**config.mk**
```make
export PLATFORM = sky130hd
export DESIGN_NAME = simd_alu_pipe
export DESIGN_NICKNAME = d
export VERILOG_FILES = /design/src/rtl/simd_alu_pipe_pkg.sv /design/src/rtl/simd_alu_lane.sv /design/src/rtl/simd_alu_pipe.sv
export SDC_FILE = /design/constraint.sdc
export NUM_CORES = 1
export LEC_CHECK = 0
export CORE_ASPECT_RATIO = 1.5
export CORE_UTILIZATION = 40
export CTS_BUF_LIST = sky130_fd_sc_hd__clkbuf_4
export DETAILED_ROUTE_END_ITERATION = 8
export SLEW_MARGIN = 10
export SYNTH_ARGS = -nofsm -noshare
export SYNTH_HDL_FRONTEND = slang
export SYNTH_SLANG_ARGS = --single-unit
export TNS_END_PERCENT = 100
```
**constraint.sdc**
```tcl
create_clock -name clk -period 6.7 [get_ports clk]
set_clock_uncertainty 0.15 [all_clocks]
set_input_delay 1.34 -clock clk [delete_from_list [all_inputs] [get_ports clk]]
set_output_delay 1.34 -clock clk [all_outputs]
set_load 0.02 [all_outputs]
```
**src/rtl/simd_alu_pipe_pkg.sv**
```systemverilog
// Shared opcode encodings and lane-mask helper for the SIMD ALU pipeline.
// Opcode values match the processor Opcode field.
package simd_alu_pipe_pkg;

    localparam logic [3:0] OP_ADD   = 4'h0;
    localparam logic [3:0] OP_ADDV  = 4'h1;
    localparam logic [3:0] OP_AND   = 4'h2;
    localparam logic [3:0] OP_OR    = 4'h3;
    localparam logic [3:0] OP_XOR   = 4'h4;
    localparam logic [3:0] OP_SHIFT = 4'h5;
    localparam logic [3:0] OP_ANY   = 4'hA;
    localparam logic [3:0] OP_ANYV  = 4'hB;
    localparam logic [3:0] OP_NEG   = 4'hC;
    localparam logic [3:0] OP_NEGV  = 4'hD;

    localparam int MASK_MAX_W = 1024;

    // One bit set at the MSB of every lane; callers truncate to their width.
    function automatic logic [MASK_MAX_W-1:0] lane_msb_mask(input int lane_w);
        logic [MASK_MAX_W-1:0] m;
        m = '0;
        for (int i = 0; i < MASK_MAX_W; i++)
            m[i] = ((i % lane_w) == (lane_w - 1));
        return m;
    endfunction

endpackage

```
**src/rtl/simd_alu_lane.sv**
```systemverilog
// Combinational per-lane signed adder/negator with optional saturation,
// plus a lane-nonzero flag.
module simd_alu_lane #(
    parameter int LANE_W = 8,
    parameter bit SAT_EN = 1'b0
) (
    input  logic [LANE_W-1:0] a,
    input  logic [LANE_W-1:0] b,
    output logic [LANE_W-1:0] sum,
    output logic [LANE_W-1:0] neg,
    output logic              nz
);

    localparam logic [LANE_W-1:0] SMAX = {1'b0, {(LANE_W-1){1'b1}}};
    localparam logic [LANE_W-1:0] SMIN = {1'b1, {(LANE_W-1){1'b0}}};
    localparam logic [LANE_W-1:0] ONE  = {{(LANE_W-1){1'b0}}, 1'b1};

    logic [LANE_W-1:0] raw_sum, raw_neg;
    logic              ovf_sum, ovf_neg;

    always_comb begin
        raw_sum = a + b;
        raw_neg = ~a + ONE;
        // Signed overflow only when both operands share a sign the sum lost.
        ovf_sum = (a[LANE_W-1] == b[LANE_W-1]) && (raw_sum[LANE_W-1] != a[LANE_W-1]);
        ovf_neg = (a == SMIN);
        sum     = (SAT_EN && ovf_sum) ? (a[LANE_W-1] ? SMIN : SMAX) : raw_sum;
        neg     = (SAT_EN && ovf_neg) ? SMAX : raw_neg;
        nz      = |a;
    end

endmodule

```
**src/rtl/simd_alu_pipe.sv**
```systemverilog
// Two-stage valid/ready SIMD/scalar ALU: S1 latches the operation, S2 latches
// the computed result, tag and error flag.
module simd_alu_pipe
    import simd_alu_pipe_pkg::*;
#(
    parameter int DATA_W = 32,
    parameter int LANE_W = 8,
    parameter int TAG_W  = 4,
    parameter bit SAT_EN = 1'b0
) (
    input  logic              clk,
    input  logic              reset,
    input  logic              in_valid,
    output logic              in_ready,
    input  logic [3:0]        in_op,
    input  logic [DATA_W-1:0] in_a,
    input  logic [DATA_W-1:0] in_b,
    input  logic [TAG_W-1:0]  in_tag,
    output logic              out_valid,
    input  logic              out_ready,
    output logic [DATA_W-1:0] out_data,
    output logic [TAG_W-1:0]  out_tag,
    output logic              out_err
);

    localparam int LANES = DATA_W / LANE_W;
    localparam logic [DATA_W-1:0] MSB_M = DATA_W'(lane_msb_mask(LANE_W));
    localparam logic [DATA_W-1:0] DW    = DATA_W'(DATA_W);

    generate
        if ((DATA_W % LANE_W) != 0 || LANE_W < 2 || DATA_W > MASK_MAX_W) begin : g_bad_cfg
            $error("simd_alu_pipe: DATA_W must be a multiple of LANE_W (LANE_W>=2)");
        end
    endgenerate

    logic              s1_valid, s2_valid, adv2, accept;
    logic [3:0]        s1_op;
    logic [DATA_W-1:0] s1_a, s1_b;
    logic [TAG_W-1:0]  s1_tag;

    assign adv2      = s1_valid && (!s2_valid || out_ready);
    assign in_ready  = !s1_valid || adv2;
    assign accept    = in_valid && in_ready;
    assign out_valid = s2_valid;

    logic [LANES-1:0][LANE_W-1:0] a_l, b_l, sum_l, neg_l, anyv_l;
    logic [LANES-1:0]             nz_l;

    assign a_l = s1_a;
    assign b_l = s1_b;

    genvar l;
    generate
        for (l = 0; l < LANES; l++) begin : g_lane
            simd_alu_lane #(.LANE_W(LANE_W), .SAT_EN(SAT_EN)) u_lane (
                .a   (a_l[l]),
                .b   (b_l[l]),
                .sum (sum_l[l]),
                .neg (neg_l[l]),
                .nz  (nz_l[l])
            );
            assign anyv_l[l] = {{(LANE_W-1){1'b0}}, nz_l[l]};
        end
    endgenerate

    logic [DATA_W-1:0] addv_swar, shamt, res;
    logic              shl, err;

    always_comb begin
        // Carry-cut lane add: sum low bits, then fix MSBs with a carry-free xor.
        addv_swar = ((s1_a & ~MSB_M) + (s1_b & ~MSB_M)) ^ ((s1_a ^ s1_b) & MSB_M);
        shl       = s1_b[DATA_W-1];
        shamt     = shl ? (~s1_b + {{(DATA_W-1){1'b0}}, 1'b1}) : s1_b;
        res       = '0;
        err       = 1'b0;
        case (s1_op)
            OP_ADD:   res = s1_a + s1_b;
            OP_ADDV:  res = SAT_EN ? sum_l : addv_swar;
            OP_AND:   res = s1_a & s1_b;
            OP_OR:    res = s1_a | s1_b;
            OP_XOR:   res = s1_a ^ s1_b;
            OP_SHIFT: res = (shamt >= DW) ? '0 : (shl ? (s1_a << shamt) : (s1_a >> shamt));
            OP_ANY:   res = {{(DATA_W-1){1'b0}}, |s1_a};
            OP_ANYV:  res = anyv_l;
            OP_NEG:   res = ~s1_a + {{(DATA_W-1){1'b0}}, 1'b1};
            OP_NEGV:  res = neg_l;
            default:  err = 1'b1;
        endcase
    end

    always_ff @(posedge clk or negedge reset) begin
        if (!reset) begin
            s1_valid <= 1'b0;
            s1_op    <= '0;
            s1_a     <= '0;
            s1_b     <= '0;
            s1_tag   <= '0;
        end else if (accept) begin
            s1_valid <= 1'b1;
            s1_op    <= in_op;
            s1_a     <= in_a;
            s1_b     <= in_b;
            s1_tag   <= in_tag;
        end else if (adv2) begin
            s1_valid <= 1'b0;
        end
    end

    always_ff @(posedge clk or negedge reset) begin
        if (!reset) begin
            s2_valid <= 1'b0;
            out_data <= '0;
            out_tag  <= '0;
            out_err  <= 1'b0;
        end else if (adv2) begin
            s2_valid <= 1'b1;
            out_data <= res;
            out_tag  <= s1_tag;
            out_err  <= err;
        end else if (out_ready) begin
            s2_valid <= 1'b0;
        end
    end

endmodule

```
* Yosys cells after proc, flatten, opt, wreduce, memory -nomap -nowiden
Cells that the tools add are included.
** Word-level totals
- Register bits after elaboration :: 111
- Word-level logic and storage cells :: 63
** Operators by class
- $add $sub $neg :: 8
- Order comparisons :: 1
- Equal/unequal tests :: 9
- Shift-type cells :: 2
- Multiplexer cells :: 9
- Bitwise operators :: 10
- Reductions and logical operators :: 15
** Operators by type and width (count)
- one-hot mux 32 bit (10 select lines) :: 1
- two-way mux 32 bit :: 3
- adder 32 x 1 -> 32 bit (second input constant) :: 2
- inverter 32 bit :: 2
- bitwise XOR 32 bit :: 2
- adder 31 x 31 -> 32 bit :: 1
- adder 32 bit :: 1
- adder 8 x 1 -> 8 bit (second input constant) :: 4
- bitwise AND 32 bit :: 1
- greater-or-equal comparator 32 x 6 -> 1 bit (second input constant) :: 1
- inverter 8 bit :: 4
- OR 32 bit :: 1
- OR reduction 32 bit :: 1
- OR reduction 8 bit :: 4
- left shift 32 x 32 -> 32 bit :: 1
- right shift 32 x 32 -> 32 bit :: 1
- == test 4 bit (second input constant) :: 4
- OR reduction 10 bit :: 1
- == test 4 x 2 -> 1 bit (second input constant) :: 2
- == test 4 x 3 -> 1 bit (second input constant) :: 2
- two-way mux 1 bit :: 5
- == test 4 x 1 -> 1 bit (second input constant) :: 1
- zero test 4 bit :: 1
- nonzero test 2 bit :: 2
- 3 further kinds :: 6

* Depth between registers and ports, before layout
- Depth in word-level cells :: 7
- Gate-level depth with buffers :: 18
- Gate-level depth less buffers :: 11

* Hierarchy
A second synthesis with hierarchy kept.
** Unflattened totals
- Cell total of the unflattened synthesis :: 1806
- Area, all modules :: 14759.2 µm²
** By module, submodules not included
- simd_alu_pipe :: instances 1, cells each 1567, area an instance 12932.4 µm²
- simd_alu_lane (g_lane[1].u_lane ...) :: instances 3, cells each 60, area an instance 460.4 µm²
- simd_alu_lane (g_lane[0].u_lane) :: instances 1, cells each 59, area an instance 445.4 µm²

* Worst setup path after synthesis
No wires, ideal clock.
- Path type :: register to register
- Start point :: reg s1_b[0] (netlist: b_l[0])
- End point :: reg out_data[15]
- Library setup time :: 86 ps
- Arrival time :: 4780 ps
- Data required time :: 6464 ps
- Setup slack :: 1685 ps
- Stages on the path, launching flop included :: 17
- Path buffers :: 5
- Period minus slack after synthesis :: 5015 ps
- Path through :: dfrtp_1 buf_2 inv_2 buf_1 clkbuf_1 clkbuf_1 ha_1 or4b_4 or3_1 nor3_1 mux2i_1 a22oi_1 nor4_4 nand3_2 buf_2 a311o_1 a32oi_1
** On the way
- Longest elaborated chain between the ends :: 7
- Elaborated cells between the ends (all ways) :: 12
** RTL lines
- start: declaration :: line simd_alu_pipe.sv:38 : logic [DATA_W-1:0] s1_a, s1_b;
- start signal: assignment :: line simd_alu_pipe.sv:102 : s1_b <= in_b;
- branches (longest 6 deep; another with adder 32 x 1 -> 32 bit)
- one-hot mux 32 bit (10 select lines) * :: line simd_alu_pipe.sv:76 : case (s1_op)
- end signal: assignment :: line simd_alu_pipe.sv:117 : out_data <= res;
- end: declaration :: line simd_alu_pipe.sv:21 : output logic [DATA_W-1:0] out_data,
Mark *: on every way between the ends.
A chain may end at the register's enable or synchronous reset.

* Worst setup path after layout
- Start point :: reg s1_b[1] (netlist: b_l[1])
- End point :: reg out_data[13]
The elaborated chain is that of the path after synthesis.

==> qor.csv <==
stage,metric,value,unit
run_status,status,finished clean,
final_layout,final_cell_area,14500,um^2
synth,async_reset_ff_share,100,%
critical_path,critPathKind,reg2reg,
global_routing,grt_max_degree,87,
critical_path,required,7.09,ns
critical_path,reg2reg_from,b_l[1]$_DFFE_PN0P_,
drt,wl,54200,um
cts,clock_sinks,111,
timing,final.period_utilization,77.0,%
placed_design,dpl-instance-area,14400,um^2
global_routing,grt.overflow.total,0,
timing,finalWorstPathRequiredPeriod,5.16,ns
final_layout,instances_no_fill,1995,
cts,cts_hold_buf,0,
synth,netlist_instances,1562,
placed_design,port-buffer-count,114,
global_routing,antenna_found_initial,2,
floorplanning,die_y,222,um
synth,ys_types,81,
power_and_ir_drop,p_seq_share,25.5,%
critical_path,ff2ff_setup_slack,1.54,ns
placed_design,place_hpwl,40200,um
final_layout,final_nets,1726,
floorplanning,start_util,40.7,%
critical_path,endpoint,out_data[13]$_DFFE_PN0P_,
cts,postCtsSetupBuffers,0,
cts,cts_buffers,9,
global_routing,grtUsageTotal,33.0,%
floorplanning,die_w,149,um
cts,h-tree-depth,3,
placed_design,gp_congestion,0.987,
timing,fmax,194,MHz
placed_design,placedCellCount,1976,
timing,worst_slew_pin_slew,1.09,ns
critical_path,critPathLaunchType,register,
final_layout,layout-drive-gt1-share,12.7,%
drt,viasPerCell,6.77,
synth,synth_warnings,0,
floorplanning,die_area,33100,um^2
worst_hold_path,hp-class,reg2reg,
cts,cts_resized,0,
drt,num_vias,13500,
critical_path,rr_worst_depth,9,
synth,syn_avg_cell_area,8.29,um^2
floorplanning,coreArea,31800,um^2
critical_path,end_kind,register,
synth,synthTopCellsByArea,"dfrtp_1, mux4_2, mux2_2",
cts,path_clk_slew,0.21,ns
power_and_ir_drop,leakagePower,5.77,nW
timing,relSlewSlack,26.5,%
drt,ant_nets,0,
drt,drt_iter0_drc,1628,
critical_path,worst_path_dominant_cell_family,simple AND/OR/NAND/NOR gates,
cts,clock_path_buffers,2,
power_and_ir_drop,worst_ir_drop_vdd,0.000145,V
drt,first_pass_iters,6,
power_and_ir_drop,combPwrFrac,65.1,%
synth,synth_top_area_cell,dfrtp_1,
timing,slew_viol_final,0,
timing,setup_tns,0,ns
critical_path,critPathMaxStageDelay,0.98,ns
cts,clk_latency,0.61,ns
synth,synth_top_flop_cell,dfrtp_1,
synth,synthDominantCellAreaShare,21.5,%
cts,cts_root_buf,clkbuf_4,
synth,synth_edf_count,0,
final_layout,area_growth,12.2,%
critical_path,path_cells,nor3_1 > nand2_1 > nor4_1 > o221ai_1 > a211o_1 > nor4_4 > nand3_2 > or3_1 > a32oi_1,
drt,drc,0,
critical_path,path_depth,9,
floorplanning,pin_count,115,
critical_path,cp_max_fo,21,
floorplanning,rows,80,
timing,setup_viol,0,
timing,hold_violations,0,
power_and_ir_drop,pwr_density_cell,286,nW/um^2
critical_path,crit_path_start,b_l[1]$_DFFE_PN0P_,
critical_path,arrival,5.55,ns
global_routing,grt_pass1_wl,81400,um
power_and_ir_drop,clkPwrFrac,9.4,%
timing,rsz0062_at_grt,false,
power_and_ir_drop,p_int,1.97,mW
synth,yosysSeqAreaShare,21.5,%
synth,synth_area,12900,um^2
global_routing,grt_pass1_vias,13100,
critical_path,reg2reg_to,out_data[13]$_DFFE_PN0P_,
power_and_ir_drop,p_sw_share,52.4,%
synth,synth.net_count,1711,
critical_path,critPathBufInv,0,
synth,ys_ff_latch,111,
critical_path,crit_slowest_cell,nor4_1,
cts,cts_tree,done,
run,drv_cap,0,
power_and_ir_drop,p_sw,2.18,mW
drt,avgRoutedWirePerCell,27.2,um
[cell usage in the layout (no fill, tap or decap), types with 20 or more instances in the layout]
cell type,n
mux2i_1,59
a221oi_1,23
a21oi_1,91
ha_1,69
nand3_1,36
a22oi_1,25
clkdlybuf4s50_1,113
buf_4,26
nand2_1,106
a21o_1,24
nor2_1,131
nor3_1,51
o211ai_1,28
mux4_2,43
mux2_2,82
dfrtp_1,110
o21ai_0,94
inv_1,76
xnor2_1,48
a211oi_1,20
a31oi_1,26
[worst min-delay path by stage]
stage | from | end | cells past startpoint
after detailed placement | out_data[1]$_DFFE_PN0P_ | out_data[1]$_DFFE_PN0P_ | 2
after CTS | reset | b_l[9]$_DFFE_PN0P_ | 1
after floorplan | s1_tag[0]$_DFFE_PN0P_ | out_tag[0]$_DFFE_PN0P_ | 1
after global placement | s1_tag[0]$_DFFE_PN0P_ | out_tag[0]$_DFFE_PN0P_ | 1
after global routing | reset | b_l[9]$_DFFE_PN0P_ | 1
final | out_err$_DFFE_PN0P_ | out_err$_DFFE_PN0P_ | 2
[metal layers]
| layer | global-route usage, % | share of wire [%] | vias up |
|---|---|---|---|
| li1 | - | - | 5897 |
| met1 | 39.3 | 38 | 6568 |
| met2 | 55.2 | 49 | 840 |
| met3 | 5.61 | 7.4 | 208 |
| met4 | 19.2 | 6.5 | 0 |
| met5 | 0 | 0 | - |
[cell families (layout without fill, tap and decap cells)]
family / Yosys count / in the layout / synth area share [%]
XOR/XNOR: 63 / 63 / 4.26
buffers and inverters: 214 / 234 / 6.25
other: 0 / 3 / 0
flip-flops: 111 / 111 / 21.5
AO/OA/AOI/OAI: 467 / 467 / 24.4
adder cells (fa/ha/maj): 73 / 73 / 7.29
AND/OR/NAND/NOR: 448 / 448 / 17.0
multiplexers: 186 / 186 / 19.3
[synth_stat cells (all sizes together), types with 52 or more instances]
cell and instances:
nor2 131, clkbuf 118, dfrtp 111, nand2 108, o21ai 95, a21oi 91, mux2 83, inv 77
ha 69, mux2i 60, nor3 52, xnor2 52
[per-stage QoR]
stage / util (%) / setup slack (ns) / hold WS [ns] / power (mW)
finish: 45.6 / 1.54 / 0.371 / 4.15
global route: 45.6 / 1.33 / 0.339 / 4.37
CTS: 45.6 / 1.77 / 0.342 / 4.08
detailed placement: 45.1 / 1.78 / 0.337 / 3.68
global placement: 45.1 / 1.91 / 0.332 / 3.68
floorplan: - / 1.68 / 0.325 / 2.77
[area by class of cell]
class | count | area [um^2]
multi-input cells | 1237 | 9440
inverters | 78 | 293
clock buffers | 9 | 67.6
diodes | 3 | 7.51
well taps | 410 | 513
clock inverters | 7 | 77.6
fillers | 3230 | 17300
repair buffers | 140 | 1350
flip-flops and latches | 111 | 2780
[power groups by stage]
stage / Combinational [mW] / Clock [mW] / Sequential (mW)
after floorplan: 1.82 / 0 / 0.947
after global placement: 2.61 / 0 / 1.06
after detailed placement: 2.62 / 0 / 1.06
after CTS: 2.63 / 0.406 / 1.05
after global routing: 2.87 / 0.427 / 1.07
final: 2.70 / 0.390 / 1.06
[worst register-to-register path, delay by kind of cell (launching register included)]
kind	cells	cell delay (ns)
flip-flops	1	0.54
AND/OR/NAND/NOR	6	3.63
AO/OA/AOI/OAI	3	0.79
[flip-flops by register name (all words and copies together) (netlist names)]
register	flops
a_l	32
b_l	32
out_data	32
out_err	1
out_tag	4
out_valid	1
s1_op	4
s1_tag	4
s1_valid	1
(Power assumes the default switching activity.)
